[src/rtl/dct_pkg.sv]
// Shared constants for the 2-D DCT sequencer: FSM encodings, pass encodings
// and the default block geometry.
package dct_pkg;
  localparam int DCT_N  = 8;
  localparam int IDX_W  = $clog2(DCT_N);
  localparam int ADDR_W = 2 * IDX_W;

  localparam logic PASS_ROW = 1'b0;
  localparam logic PASS_COL = 1'b1;

  typedef logic [2:0] state_t;
  localparam state_t IDLE      = 3'd0;
  localparam state_t FILL      = 3'd1;
  localparam state_t ROW_ISSUE = 3'd2;
  localparam state_t ROW_WAIT  = 3'd3;
  localparam state_t COL_ISSUE = 3'd4;
  localparam state_t COL_WAIT  = 3'd5;
  localparam state_t DRAIN     = 3'd6;
endpackage

[src/rtl/dct_block_seq_if.sv]
// Pixel intake, block-buffer write, DCT engine control and block handoff
// signals of the sequencer. The master side is the sequencer itself.
interface dct_block_seq_if import dct_pkg::*; #(
  parameter int N     = DCT_N,
  parameter int CNT_W = 16
);
  localparam int IW = $clog2(N);

  logic              pix_valid;
  logic              pix_ready;
  logic              buf_we;
  logic [2*IW-1:0]   buf_waddr;
  logic              eng_start;
  logic              eng_pass;
  logic [IW-1:0]     eng_idx;
  logic              eng_done;
  logic              blk_valid;
  logic              blk_ready;
  logic [CNT_W-1:0]  blk_count;
  logic              err;
  logic              err_clr;

  modport master (
    input  pix_valid, eng_done, blk_ready, err_clr,
    output pix_ready, buf_we, buf_waddr, eng_start, eng_pass, eng_idx,
           blk_valid, blk_count, err
  );

  modport slave (
    output pix_valid, eng_done, blk_ready, err_clr,
    input  pix_ready, buf_we, buf_waddr, eng_start, eng_pass, eng_idx,
           blk_valid, blk_count, err
  );
endinterface

[src/rtl/dct_wait_timer.sv]
// Engine watchdog: cleared while a vector is issued, counts wait cycles and
// flags expiry on the cycle the count would reach TIMEOUT-1.
module dct_wait_timer #(
  parameter int TIMEOUT = 256
) (
  input  logic clk,
  input  logic rst,
  input  logic clr,
  input  logic en,
  output logic expired
);
  localparam int W = (TIMEOUT > 2) ? $clog2(TIMEOUT) : 1;

  logic [W-1:0] cnt;

  always_ff @(posedge clk) begin
    if (rst || clr) cnt <= '0;
    else if (en)    cnt <= cnt + 1'b1;
  end

  assign expired = en && (cnt == W'(TIMEOUT - 2));
endmodule

[src/rtl/dct_block_seq.sv]
// 2-D DCT sequencer: fills an NxN block buffer, runs N row then N column
// passes on the shared 1-D engine, then hands the block downstream.
module dct_block_seq import dct_pkg::*; #(
  parameter int N       = DCT_N,
  parameter int TIMEOUT = 256,
  parameter int CNT_W   = 16
) (
  input  logic             clk,
  input  logic             rst,
  dct_block_seq_if.master  bus
);
  localparam int IW = $clog2(N);
  localparam int AW = 2 * IW;
  localparam logic [AW-1:0] LAST_ADDR = AW'(N * N - 1);
  localparam logic [IW-1:0] LAST_IDX  = IW'(N - 1);

  state_t           state;
  logic [AW-1:0]    fill;
  logic [IW-1:0]    vec;
  logic [CNT_W-1:0] cnt;
  logic             err_q;
  logic             accept, in_wait, in_issue, tmr_exp, timeout;

  assign in_wait  = (state == ROW_WAIT)  || (state == COL_WAIT);
  assign in_issue = (state == ROW_ISSUE) || (state == COL_ISSUE);

  // pix_ready is gated by rst so nothing is written while reset is held
  assign bus.pix_ready = ((state == IDLE) || (state == FILL)) && !rst;
  assign accept        = bus.pix_valid && bus.pix_ready;
  assign bus.buf_we    = accept;
  assign bus.buf_waddr = fill;
  assign bus.eng_start = in_issue;
  assign bus.eng_pass  = ((state == COL_ISSUE) || (state == COL_WAIT)) ? PASS_COL : PASS_ROW;
  assign bus.eng_idx   = vec;
  assign bus.blk_valid = (state == DRAIN);
  assign bus.blk_count = cnt;
  assign bus.err       = err_q;

  dct_wait_timer #(.TIMEOUT(TIMEOUT)) u_tmr (
    .clk     (clk),
    .rst     (rst),
    .clr     (in_issue),
    .en      (in_wait),
    .expired (tmr_exp)
  );

  // A done landing on the expiry cycle still counts as a completed vector
  assign timeout = tmr_exp && !bus.eng_done;

  always_ff @(posedge clk) begin
    if (rst) begin
      state <= IDLE;
      fill  <= '0;
      vec   <= '0;
      cnt   <= '0;
      err_q <= 1'b0;
    end else begin
      if (timeout)          err_q <= 1'b1;
      else if (bus.err_clr) err_q <= 1'b0;

      if (timeout) begin
        fill  <= '0;
        vec   <= '0;
        state <= IDLE;
      end else begin
        case (state)
          IDLE: if (accept) begin
            fill  <= AW'(1);
            state <= FILL;
          end
          FILL: if (accept) begin
            if (fill == LAST_ADDR) begin
              fill  <= '0;
              vec   <= '0;
              state <= ROW_ISSUE;
            end else begin
              fill <= fill + 1'b1;
            end
          end
          ROW_ISSUE: state <= ROW_WAIT;
          ROW_WAIT: if (bus.eng_done) begin
            if (vec == LAST_IDX) begin
              vec   <= '0;
              state <= COL_ISSUE;
            end else begin
              vec   <= vec + 1'b1;
              state <= ROW_ISSUE;
            end
          end
          COL_ISSUE: state <= COL_WAIT;
          COL_WAIT: if (bus.eng_done) begin
            if (vec == LAST_IDX) begin
              vec   <= '0;
              state <= DRAIN;
            end else begin
              vec   <= vec + 1'b1;
              state <= COL_ISSUE;
            end
          end
          DRAIN: if (bus.blk_ready) begin
            cnt   <= cnt + 1'b1;
            state <= IDLE;
          end
          default: state <= IDLE;
        endcase
      end
    end
  end
endmodule

[src/flat_wrapper.sv]
// flat-port wrapper written by rule: the top's interface ports become plain ports
module dct_block_seq_flat import dct_pkg::*;
#(
  parameter int N       = DCT_N,
  parameter int TIMEOUT = 256,
  parameter int CNT_W   = 16
)
  (clk, rst, bus_pix_valid, bus_eng_done, bus_blk_ready, bus_err_clr, bus_pix_ready, bus_buf_we, bus_buf_waddr, bus_eng_start, bus_eng_pass, bus_eng_idx, bus_blk_valid, bus_blk_count, bus_err);
  dct_block_seq_if #(.N(N), .CNT_W(CNT_W)) bus_i ();
  input  logic clk;
  input  logic rst;
  input wire logic [$bits(bus_i.pix_valid)-1:0] bus_pix_valid;
  input wire logic [$bits(bus_i.eng_done)-1:0] bus_eng_done;
  input wire logic [$bits(bus_i.blk_ready)-1:0] bus_blk_ready;
  input wire logic [$bits(bus_i.err_clr)-1:0] bus_err_clr;
  output wire logic [$bits(bus_i.pix_ready)-1:0] bus_pix_ready;
  output wire logic [$bits(bus_i.buf_we)-1:0] bus_buf_we;
  output wire logic [$bits(bus_i.buf_waddr)-1:0] bus_buf_waddr;
  output wire logic [$bits(bus_i.eng_start)-1:0] bus_eng_start;
  output wire logic [$bits(bus_i.eng_pass)-1:0] bus_eng_pass;
  output wire logic [$bits(bus_i.eng_idx)-1:0] bus_eng_idx;
  output wire logic [$bits(bus_i.blk_valid)-1:0] bus_blk_valid;
  output wire logic [$bits(bus_i.blk_count)-1:0] bus_blk_count;
  output wire logic [$bits(bus_i.err)-1:0] bus_err;
  assign bus_i.pix_valid = bus_pix_valid;
  assign bus_i.eng_done = bus_eng_done;
  assign bus_i.blk_ready = bus_blk_ready;
  assign bus_i.err_clr = bus_err_clr;
  assign bus_pix_ready = bus_i.pix_ready;
  assign bus_buf_we = bus_i.buf_we;
  assign bus_buf_waddr = bus_i.buf_waddr;
  assign bus_eng_start = bus_i.eng_start;
  assign bus_eng_pass = bus_i.eng_pass;
  assign bus_eng_idx = bus_i.eng_idx;
  assign bus_blk_valid = bus_i.blk_valid;
  assign bus_blk_count = bus_i.blk_count;
  assign bus_err = bus_i.err;
  dct_block_seq #(.N(N), .TIMEOUT(TIMEOUT), .CNT_W(CNT_W)) u_core (.clk(clk), .rst(rst), .bus(bus_i));
endmodule
[config.mk]
export PLATFORM = sky130hd
export DESIGN_NAME = dct_block_seq_flat
export DESIGN_NICKNAME = d
export VERILOG_FILES = /design/src/rtl/dct_pkg.sv /design/src/rtl/dct_block_seq_if.sv /design/src/rtl/dct_wait_timer.sv /design/src/rtl/dct_block_seq.sv /design/src/flat_wrapper.sv
export SDC_FILE = /design/constraint.sdc
export NUM_CORES = 1
export LEC_CHECK = 0
export ABC_AREA = 1
export CAP_MARGIN = 20
export CELL_PAD_IN_SITES_DETAIL_PLACEMENT = 0
export CELL_PAD_IN_SITES_GLOBAL_PLACEMENT = 2
export CORE_MARGIN = 4
export CORE_UTILIZATION = 31
export CTS_CLUSTER_DIAMETER = 40
export DETAILED_ROUTE_END_ITERATION = 8
export PLACE_DENSITY_LB_ADDON = 0.2
export SLEW_MARGIN = 20
export SYNTH_ARGS = -nofsm -noshare
export SYNTH_HDL_FRONTEND = slang
export SYNTH_SLANG_ARGS = --single-unit
[constraint.sdc]
create_clock -name clk -period 3.1 [get_ports clk]
set_input_delay 0.31 -clock clk [delete_from_list [all_inputs] [get_ports clk]]
set_output_delay 0.31 -clock clk [all_outputs]
set_load 0.005 [all_outputs]
==> impl_metrics.tcl, run 1 <==
set metrics [dict create \
    hold_end "u_core.u_tmr.cnt[4]" \
    r2r-end "u_core.bus.buf_waddr[5]" \
    worst_slack_ps 715 \
    antenna_found_initial 0 \
    critical_path_arrival_ps 2080 \
    intPower_mw 0.853 \
    finish.utilization_pct 40.2 \
    drt_iter0_drc 43 \
    slew_headroom_pct 72.6 \
    reg2regPathDepth 7 \
    gr-total-overflow 0 \
    grt_pass1_wl_mm 7.81 \
    finalMaxSlewViolations 0 \
    synthCells 285 \
    syn_to_final_growth_pct 26.0 \
    cp.required_ps 2790 \
    drive_gt1_share_pct 9.79 \
    synthTopCellsByArea "dfxtp_1, nand2_1, inv_1, nor2_1, a21oi_1" \
    die_height_um 88.9 \
    synth.distinct_cells 30 \
    switchingPower_mw 0.468 \
    setup_viol 0 \
    sequentialPowerShare_pct 43.7 \
    synth.avg_cell_area_um2 7.11 \
    ys_seq_area_share_pct 36.5 \
    ys_warn_count 0 \
    track_usage_pct 12.7 \
    min-delay-start "u_core.u_tmr.cnt[4]" \
    period_needed_ps 2390 \
    cts_resized 0 \
    clock_insertion_delay_worst_skew_ps 290 \
    cts_buffers 5 \
    clock_skew_ps 4.23 \
    worst_slew_pin_slew_ps 411 \
    synth_top_flop_cell "dfxtp_1" \
    status "finished clean" \
    worstSetupPathType "in2out" \
    fin_area_um2 2550 \
    r2r-start "u_core.state[0]" \
    die_area_um2 7900 \
    synth_top_area_share_pct 36.5 \
    tns_ps 0 \
    hold_path.class "reg2reg" \
    grt_pass1_vias 1644 \
    p_clk_share_pct 25.1 \
    syn_area_um2 2030 \
    ir_drop_mv 0.237 \
    synth_nets 297 \
    dpl-instance-area_um2 2470 \
    h-tree-depth 2 \
    netlist_top_cells_count "nand2_1, dfxtp_1, inv_1, nor2_1, a21oi_1" \
    die_width_um 88.9 \
    root_buffer "clkbuf_8" \
    yosysMostFrequentCell "nand2_1" \
    start_util_pct 31.9 \
    io_pins 37 \
    cp-end-kind "output port" \
    fmax_ghz 0.419 \
    core-area_um2 6350 \
    post-route-period-util_pct 76.9 \
    routedWlPerCell_um 11.4 \
    io_buffers 36 \
    via_per_inst 4.49 \
    rsz0062_at_grt "false" \
    crit_fanout 15 \
    post-cts-setup-buffers 0 \
    cts_tree "done" \
    grt_max_degree 16 \
    hold_depth 2 \
    synthArstFlopShare_pct 0 \
    synth_edf_count 0 \
    rrSetupSlack_ps 1580 \
    diodes 0 \
    leakage_nw 1.05 \
    vias 1814 \
    placedCellCount 396 \
    setup.worst_path.start_class "input pin" \
    cts.clk_slew.worst_paths_ps 70 \
    dp_hpwl_mm 3.50 \
    drt-pass1-iter-count 4 \
    postCtsHoldBufs 0 \
    final_nets 338 \
    place_ws_ps 676 \
    clk_path_buf_depth 2 \
    num_rows 29 \
    p_comb_share_pct 31.2 \
    hold_viol 0 \
    synth_seq_cells 37 \
    drc 0 \
    p_per_area_nw_per_um2 517 \
    holdWs_ps 444 \
    fin_cells 404 \
    switching_share_pct 35.4 \
    drv_cap 0 \
    power_mw 1.32 \
    cts_sinks 37 \
    wl_mm 4.62 \
    synth_top_cell_by_area "dfxtp_1" \
    ant_nets 0 \
    gp_congestion 0.750 \
]
registers in the layout (all words and copies together), names as in the netlist:
register and flops:
u_core.bus.eng_idx 3, u_core.u_tmr.cnt 8, u_core.bus.buf_waddr 6, u_core.bus.blk_count 16, u_core.state 3, u_core.bus.err 1
cell usage in the layout (no fill, tap or decap), types with 3 or more instances in the layout:
cell / netlist / layout
nand2_1: 63 / 63
dfxtp_1: 37 / 37
inv_1: 36 / 36
nor2_1: 36 / 36
clkdlybuf4s50_1: 0 / 36
a21oi_1: 26 / 26
nand3_1: 21 / 21
o21ai_0: 10 / 10
nor3_1: 8 / 8
nand3_2: 6 / 6
ha_1: 6 / 6
clkbuf_8: 0 / 5
o21ai_1: 4 / 4
nand2_2: 4 / 4
nand2_4: 3 / 3
inv_2: 3 / 3
nand4_1: 3 / 3
clkbuf_1: 1 / 3
layer usage:
metal	wire [um]	GRT usage [%]	share of wire, %
met2	1970	19.2	43
met5	0	0	0
met3	193	3.72	4.2
met1	2390	17.2	52
met4	65	4.53	1.4
worst max-delay path by stage:
stage                                  from                        to  slack [ps]
global route                            rst                bus_buf_we         610
detailed placement                      rst                bus_buf_we         680
global placement                        rst                bus_buf_we         730
floorplan           u_core.bus.blk_count[0]  u_core.bus.blk_count[12]        1780
CTS                                     rst                bus_buf_we         680
finish                                  rst                bus_buf_we         710
cell type report:
type | instances | area, um2
tap | 77 | 96.3
clock buffer | 8 | 80.1
timing repair buffer | 36 | 360
fill | 669 | 3790
sequential | 37 | 741
inverter | 39 | 146
multi-input combinational | 207 | 1130
kinds of logic after synthesis:
family	count (synthesis)	synth area share [%]
AOI/OAI and AO/OA	41	10.2
DFF	37	36.5
adders and majority gates	6	3.70
and+or+nand+nor	157	40.6
buffers and inverters	41	7.65
xor gates and xnor gates	3	1.30
worst max-delay path, cell delays in order:
cell	delay, ps
clkdlybuf4s50_1	550
inv_2	310
nand3_2	210
inv_2	170
clkdlybuf4s50_1	520
power groups by stage:
stage	sequential, mW	combinational, mW	clock [mW]
2_1_floorplan	0.566	0.285	0
3_3_place_gp	0.588	0.421	0
3_5_place_dp	0.587	0.417	0
4_1_cts	0.576	0.419	0.348
5_1_grt	0.585	0.472	0.372
6_report	0.577	0.412	0.332
No activity file was read; power rests on OpenSTA's default activity.
==> run 2: changes to the inputs <==
--- a/config.mk
+++ b/config.mk
@@ -10,7 +10,7 @@
 export CELL_PAD_IN_SITES_DETAIL_PLACEMENT = 0
 export CELL_PAD_IN_SITES_GLOBAL_PLACEMENT = 2
 export CORE_MARGIN = 4
-export CORE_UTILIZATION = 31
+export CORE_UTILIZATION = 26
 export CTS_CLUSTER_DIAMETER = 40
 export DETAILED_ROUTE_END_ITERATION = 8
 export PLACE_DENSITY_LB_ADDON = 0.2
==> constraint.sdc (replaced) <==
create_clock -name clk -period 2 [get_ports clk]
set_input_delay 0.2 -clock clk [delete_from_list [all_inputs] [get_ports clk]]
set_output_delay 0.2 -clock clk [all_outputs]
set_load 0.005 [all_outputs]
==> run 2 against run 1 <==
Effect of this change:
- first-iteration DRC count rose by 65%
- flip-flop and latch count did not move
- core utilization fell by 4.5 points
- design area rose by 3.5%
- critical path depth fell by 1
- routed wire length rose by 5.3%
- die area rose by 17%
- via count rose by 4.5%
- sequential share of layout area fell by 0.88 points
- largest cell class unchanged
==> impl_metrics.tcl, run 2 (synthesized netlist as in run 1, its figures left out) <==
set metrics [dict create \
    status "finished clean" \
    hold_depth 2 \
    placedCellCount 421 \
    finalMaxSlewViolations 0 \
    syn_to_final_growth_pct 30.4 \
    final_nets 341 \
    gr-total-overflow 0 \
    period_needed_ps 1850 \
    multiInputGateArea_um2 1130 \
    hold_path.class "reg2reg" \
    p_per_area_nw_per_um2 848 \
    slew_headroom_pct 72.3 \
    rsz0062_at_grt "false" \
    critical_path_arrival_ps 1650 \
    clk_path_buf_depth 2 \
    grt_max_degree 14 \
    grt_pass1_vias 1715 \
    r2r-end "u_core.bus.buf_waddr[5]" \
    worstSetupPathType "reg2out" \
    postCtsHoldBufs 0 \
    drt_iter0_drc 71 \
    wl_mm 4.86 \
    reg2regPathDepth 7 \
    crit_fanout 8 \
    core-area_um2 7410 \
    ant_nets 0 \
    fin_cells 429 \
    start_util_pct 27.4 \
    grt_util_met3_pct 3.44 \
    fmax_ghz 0.541 \
    post-route-period-util_pct 92.4 \
    antenna_found_initial 0 \
    diodes 0 \
    dpl-instance-area_um2 2520 \
    tns_ps 0 \
    worst_slack_ps 151 \
    worst_slew_pin_slew_ps 412 \
    seqCellArea_um2 743 \
    grt_pass1_wl_mm 8.36 \
    vias 1896 \
    p_clk_share_pct 30.9 \
    routedWlPerCell_um 11.3 \
    cts_sinks 37 \
    worst_path_most_repeated_cell "inv_1" \
    slowest_stage "dfxtp_1" \
    busiest_layer "met2" \
    cp-end-kind "output port" \
    critPathTopFamily "buffers and inverters" \
    gp_congestion 0.743 \
    io_buffers 36 \
    leakage_nw 1.09 \
    cts_tree "done" \
    hold_end "u_core.u_tmr.cnt[4]" \
    worst-path-buf-inv 3 \
    die_width_um 96.3 \
    cp.required_ps 1800 \
    setup.worst_path.start_class "register" \
    drv_cap 0 \
    cts_buffers 5 \
    cts.clk_slew.worst_paths_ps 80 \
    io_pins 37 \
    nFillCells 801 \
    intPower_mw 1.49 \
    use_met2_pct 17.1 \
    hold_viol 0 \
    clock_skew_ps 7.79 \
    layout_commonest_cell "nand2_1" \
    root_buffer "clkbuf_8" \
    min-delay-start "u_core.u_tmr.cnt[4]" \
    drive_gt1_share_pct 11.8 \
    die_area_um2 9270 \
    holdWs_ps 447 \
    switching_share_pct 33.5 \
    rrSetupSlack_ps 470 \
    via_per_inst 4.42 \
    switchingPower_mw 0.751 \
    final_cell_mix "nand2_1, inv_1, nor2_1, clkdlybuf4s50_1, dfxtp_1" \
    largest_reg_flops 16 \
    power_mw 2.24 \
    use_met1_pct 16.1 \
    slowest_delay_ps 580 \
    setup_viol 0 \
    h-tree-depth 2 \
    place_ws_ps 283 \
    sequentialPowerShare_pct 40.1 \
    drt-pass1-iter-count 4 \
    ir_drop_mv 0.236 \
    cp_cell_sequence "inv_1 > nand3_1 > inv_1 > clkdlybuf4s50_1" \
    p_comb_share_pct 29.1 \
    dp_hpwl_mm 3.76 \
    clock_insertion_delay_worst_skew_ps 290 \
    die_height_um 96.3 \
    track_usage_pct 11.7 \
    drc 0 \
    fin_area_um2 2640 \
    num_rows 31 \
    finish.utilization_pct 35.7 \
    r2r-start "u_core.state[0]" \
]
run 2: cell types whose count changed in the layout (fill, tap and decap cells not counted):
cell / before / now
buf_4: 0 / 3
clkbuf_8: 5 / 6
bufinv_16: 0 / 1
clkbuf_1: 3 / 1
dfxtp_1: 37 / 35
dfxtp_2: 0 / 2
run 2: area by class of cell:
cell class | instances | share of cell area, %
clock buffer | 7 | 3.27
clock inverter | 1 | 1.14
inverter | 39 | 5.54
multi-input combinational | 207 | 42.8
sequential | 37 | 28.1
tap | 99 | 4.69
timing repair buffer | 39 | 14.5
run 2: worst register-to-register path: stages, from the launching register on:
cell and delay [ps]:
dfxtp_1 580, nand3_1 150, nand2_2 200, nand3_2 140
nand2_4 130, inv_2 80, nand2_2 90, nor2_1 50
run 2: repair_timing:
item                                    4_1_cts  5_1_grt
endpoints found under the setup margin        0        2
gates resized for setup                       0        2
buffers inserted                              0        0
run 2: worst max-delay path by stage:
| stage | startpoint | endpoint | cells after the start |
|---|---|---|---|
| floorplan | u_core.bus.blk_count[0] | u_core.bus.blk_count[12] | 8 |
| global placement | rst | bus_buf_we | 5 |
| detailed placement | rst | bus_buf_we | 5 |
| CTS | u_core.state[2] | bus_eng_start | 5 |
| global route | u_core.state[0] | bus_eng_start | 4 |
| finish | u_core.state[0] | bus_eng_start | 4 |
run 2: layer usage:
metal  share of wire [%]  routed length, um  vias up
met5                   0                  0        -
met1                  51               2470      853
met3                 5.1                248        5
met4                 1.4                 68        0
met2                  43               2070       30
li1                    -                  -     1008
run 2: power groups by stage:
stage          clock, mW  sequential (mW)  combinational [mW]
5_1_grt            0.748            0.911               0.741
3_5_place_dp           0            0.912               0.659
3_3_place_gp           0            0.915               0.665
4_1_cts            0.728            0.895               0.662
2_1_floorplan          0            0.877               0.443
6_report           0.692            0.898               0.652
==> run 3: changes to the inputs <==
--- a/config.mk
+++ b/config.mk
@@ -10,7 +10,7 @@
 export CELL_PAD_IN_SITES_DETAIL_PLACEMENT = 0
 export CELL_PAD_IN_SITES_GLOBAL_PLACEMENT = 2
 export CORE_MARGIN = 4
-export CORE_UTILIZATION = 26
+export CORE_UTILIZATION = 31
 export CTS_CLUSTER_DIAMETER = 40
 export DETAILED_ROUTE_END_ITERATION = 8
 export PLACE_DENSITY_LB_ADDON = 0.2
==> constraint.sdc (replaced) <==
create_clock -name clk -period 2.3 [get_ports clk]
set_input_delay 0.23 -clock clk [delete_from_list [all_inputs] [get_ports clk]]
set_output_delay 0.23 -clock clk [all_outputs]
set_load 0.005 [all_outputs]
==> run 3 against run 2 <==
Effect of this change:
- register-to-register slack improved by 340 ps
- highest routed layer unchanged
- sequential share of layout area rose by 0.31 points
- non-clock buffer count fell by 1
- power fell by 14%
- global-route usage rose by 0.82 points
- die area fell by 15%
- design area fell by 1.4%
- critical path type unchanged
- flip-flop and latch count did not move
- clock power fell by 14%
- critical path depth rose by 1
- clock skew barely moved
- via count fell by 3.3%
==> impl_metrics.tcl, run 3 (synthesized netlist as in run 1, its figures left out) <==
set metrics [dict create \
    status "finished clean" \
    switchingPower_mw 0.640 \
    finish.utilization_pct 41.0 \
    h-tree-depth 2 \
    via_per_inst 4.51 \
    die_height_um 88.9 \
    clock_insertion_delay_worst_skew_ps 290 \
    multiInputGateArea_um2 1130 \
    num_rows 29 \
    die_area_um2 7900 \
    p_comb_share_pct 29.1 \
    slew_headroom_pct 72.7 \
    intPower_mw 1.29 \
    worst_slew_pin_slew_ps 408 \
    grt_pass1_wl_mm 7.74 \
    highest_layer "met4" \
    ant_nets 0 \
    setup.worst_path.start_class "register" \
    drive_gt1_share_pct 10.9 \
    period_needed_ps 1940 \
    ir_drop_mv 0.283 \
    tns_ps 0 \
    hold_path.class "reg2reg" \
    routedWlPerCell_um 11.4 \
    p_clk_share_pct 30.8 \
    root_buffer "clkbuf_8" \
    grt_max_degree 15 \
    crit_fanout 6 \
    antenna_found_initial 0 \
    worst_slack_ps 362 \
    wl_met2_mm 2.05 \
    p_per_area_nw_per_um2 740 \
    die_width_um 88.9 \
    track_usage_pct 12.5 \
    wl_mm 4.61 \
    dp_hpwl_mm 3.53 \
    cts.clk_slew.worst_paths_ps 80 \
    hold_viol 0 \
    cts_tree "done" \
    cts_buffers 5 \
    io_pins 37 \
    cp-end-kind "output port" \
    grt_pass1_vias 1635 \
    clk_path_buf_depth 2 \
    drv_cap 0 \
    core-area_um2 6350 \
    finalMaxSlewViolations 0 \
    nFillCells 672 \
    worstSetupPathType "reg2out" \
    gr-total-overflow 0 \
    layout_commonest_cell "nand2_1" \
    final_cell_mix "nand2_1, dfxtp_1, inv_1, nor2_1, clkdlybuf4s50_1" \
    syn_to_final_growth_pct 28.6 \
    vias 1833 \
    start_util_pct 31.9 \
    clock_skew_ps 7.32 \
    wl_met3_um 166 \
    drt-pass1-iter-count 4 \
    fmax_ghz 0.516 \
    io_buffers 36 \
    place_ws_ps 435 \
    drc 0 \
    sequentialPowerShare_pct 40.2 \
    rsz0062_at_grt "false" \
    cts_resized 0 \
    largest_reg_flops 16 \
    seqCellArea_um2 741 \
    gp_congestion 0.741 \
    diodes 0 \
    leakage_nw 1.08 \
    critical_path_arrival_ps 1710 \
    drt_iter0_drc 70 \
    switching_share_pct 33.2 \
    final_nets 340 \
    setup_viol 0 \
    cts_sinks 37 \
    postCtsHoldBufs 0 \
    met1_length_mm 2.36 \
    post-route-period-util_pct 84.3 \
    cp.required_ps 2070 \
    post-cts-setup-buffers 0 \
    power_mw 1.93 \
]
run 3: cell types whose count changed in the layout (fill, tap and decap cells not counted):
cell	previous run	this run
dfxtp_1	35	37
buf_4	3	2
dfxtp_2	2	0
run 3: metrics by stage:
step	instance area [um2]	cells	hold WS, ps
after global routing	2610	406	483
after detailed placement	2490	398	439
final	2610	406	445
after CTS	2610	406	451
after floorplan	2030	285	299
after global placement	2490	398	429
run 3: area by class of cell:
| type | count | share of cell area [%] |
|---|---|---|
| tap | 77 | 3.70 |
| clock inverter | 1 | 1.15 |
| sequential | 37 | 28.4 |
| timing repair buffer | 38 | 14.4 |
| clock buffer | 7 | 3.31 |
| inverter | 39 | 5.62 |
| multi-input combinational | 207 | 43.4 |
run 3: final timing paths:
path	start	endpoint	slack, ps	depth (start not counted)
setup / recovery	u_core.state[2]	bus_eng_start	360	5
hold / removal	u_core.u_tmr.cnt[4]	u_core.u_tmr.cnt[4]	450	2
setup reg to reg	u_core.state[0]	u_core.bus.buf_waddr[5]	810	7
hold reg to reg	u_core.u_tmr.cnt[4]	u_core.u_tmr.cnt[4]	450	2
run 3: power by group through the flow:
| stage | Sequential, mW | Clock (mW) | Combinational (mW) |
|---|---|---|---|
| CTS | 0.776 | 0.625 | 0.569 |
| floorplan | 0.762 | 0 | 0.385 |
| detailed placement | 0.792 | 0 | 0.567 |
| global route | 0.788 | 0.655 | 0.646 |
| global placement | 0.791 | 0 | 0.575 |
| finish | 0.774 | 0.593 | 0.561 |
run 3: worst max-delay path: stages, from the launching register on:
cell and delay, ps:
dfxtp_1 460, inv_1 150, nand2_1 120, nand3_1 130
inv_1 80, clkdlybuf4s50_1 490
run 3: metal layers:
layer  vias up  GRT usage [%]
met1       802           17.6
met2        26           18.6
met4         0           3.71
li1       1003              -
met3         2           3.54
met5         -              0
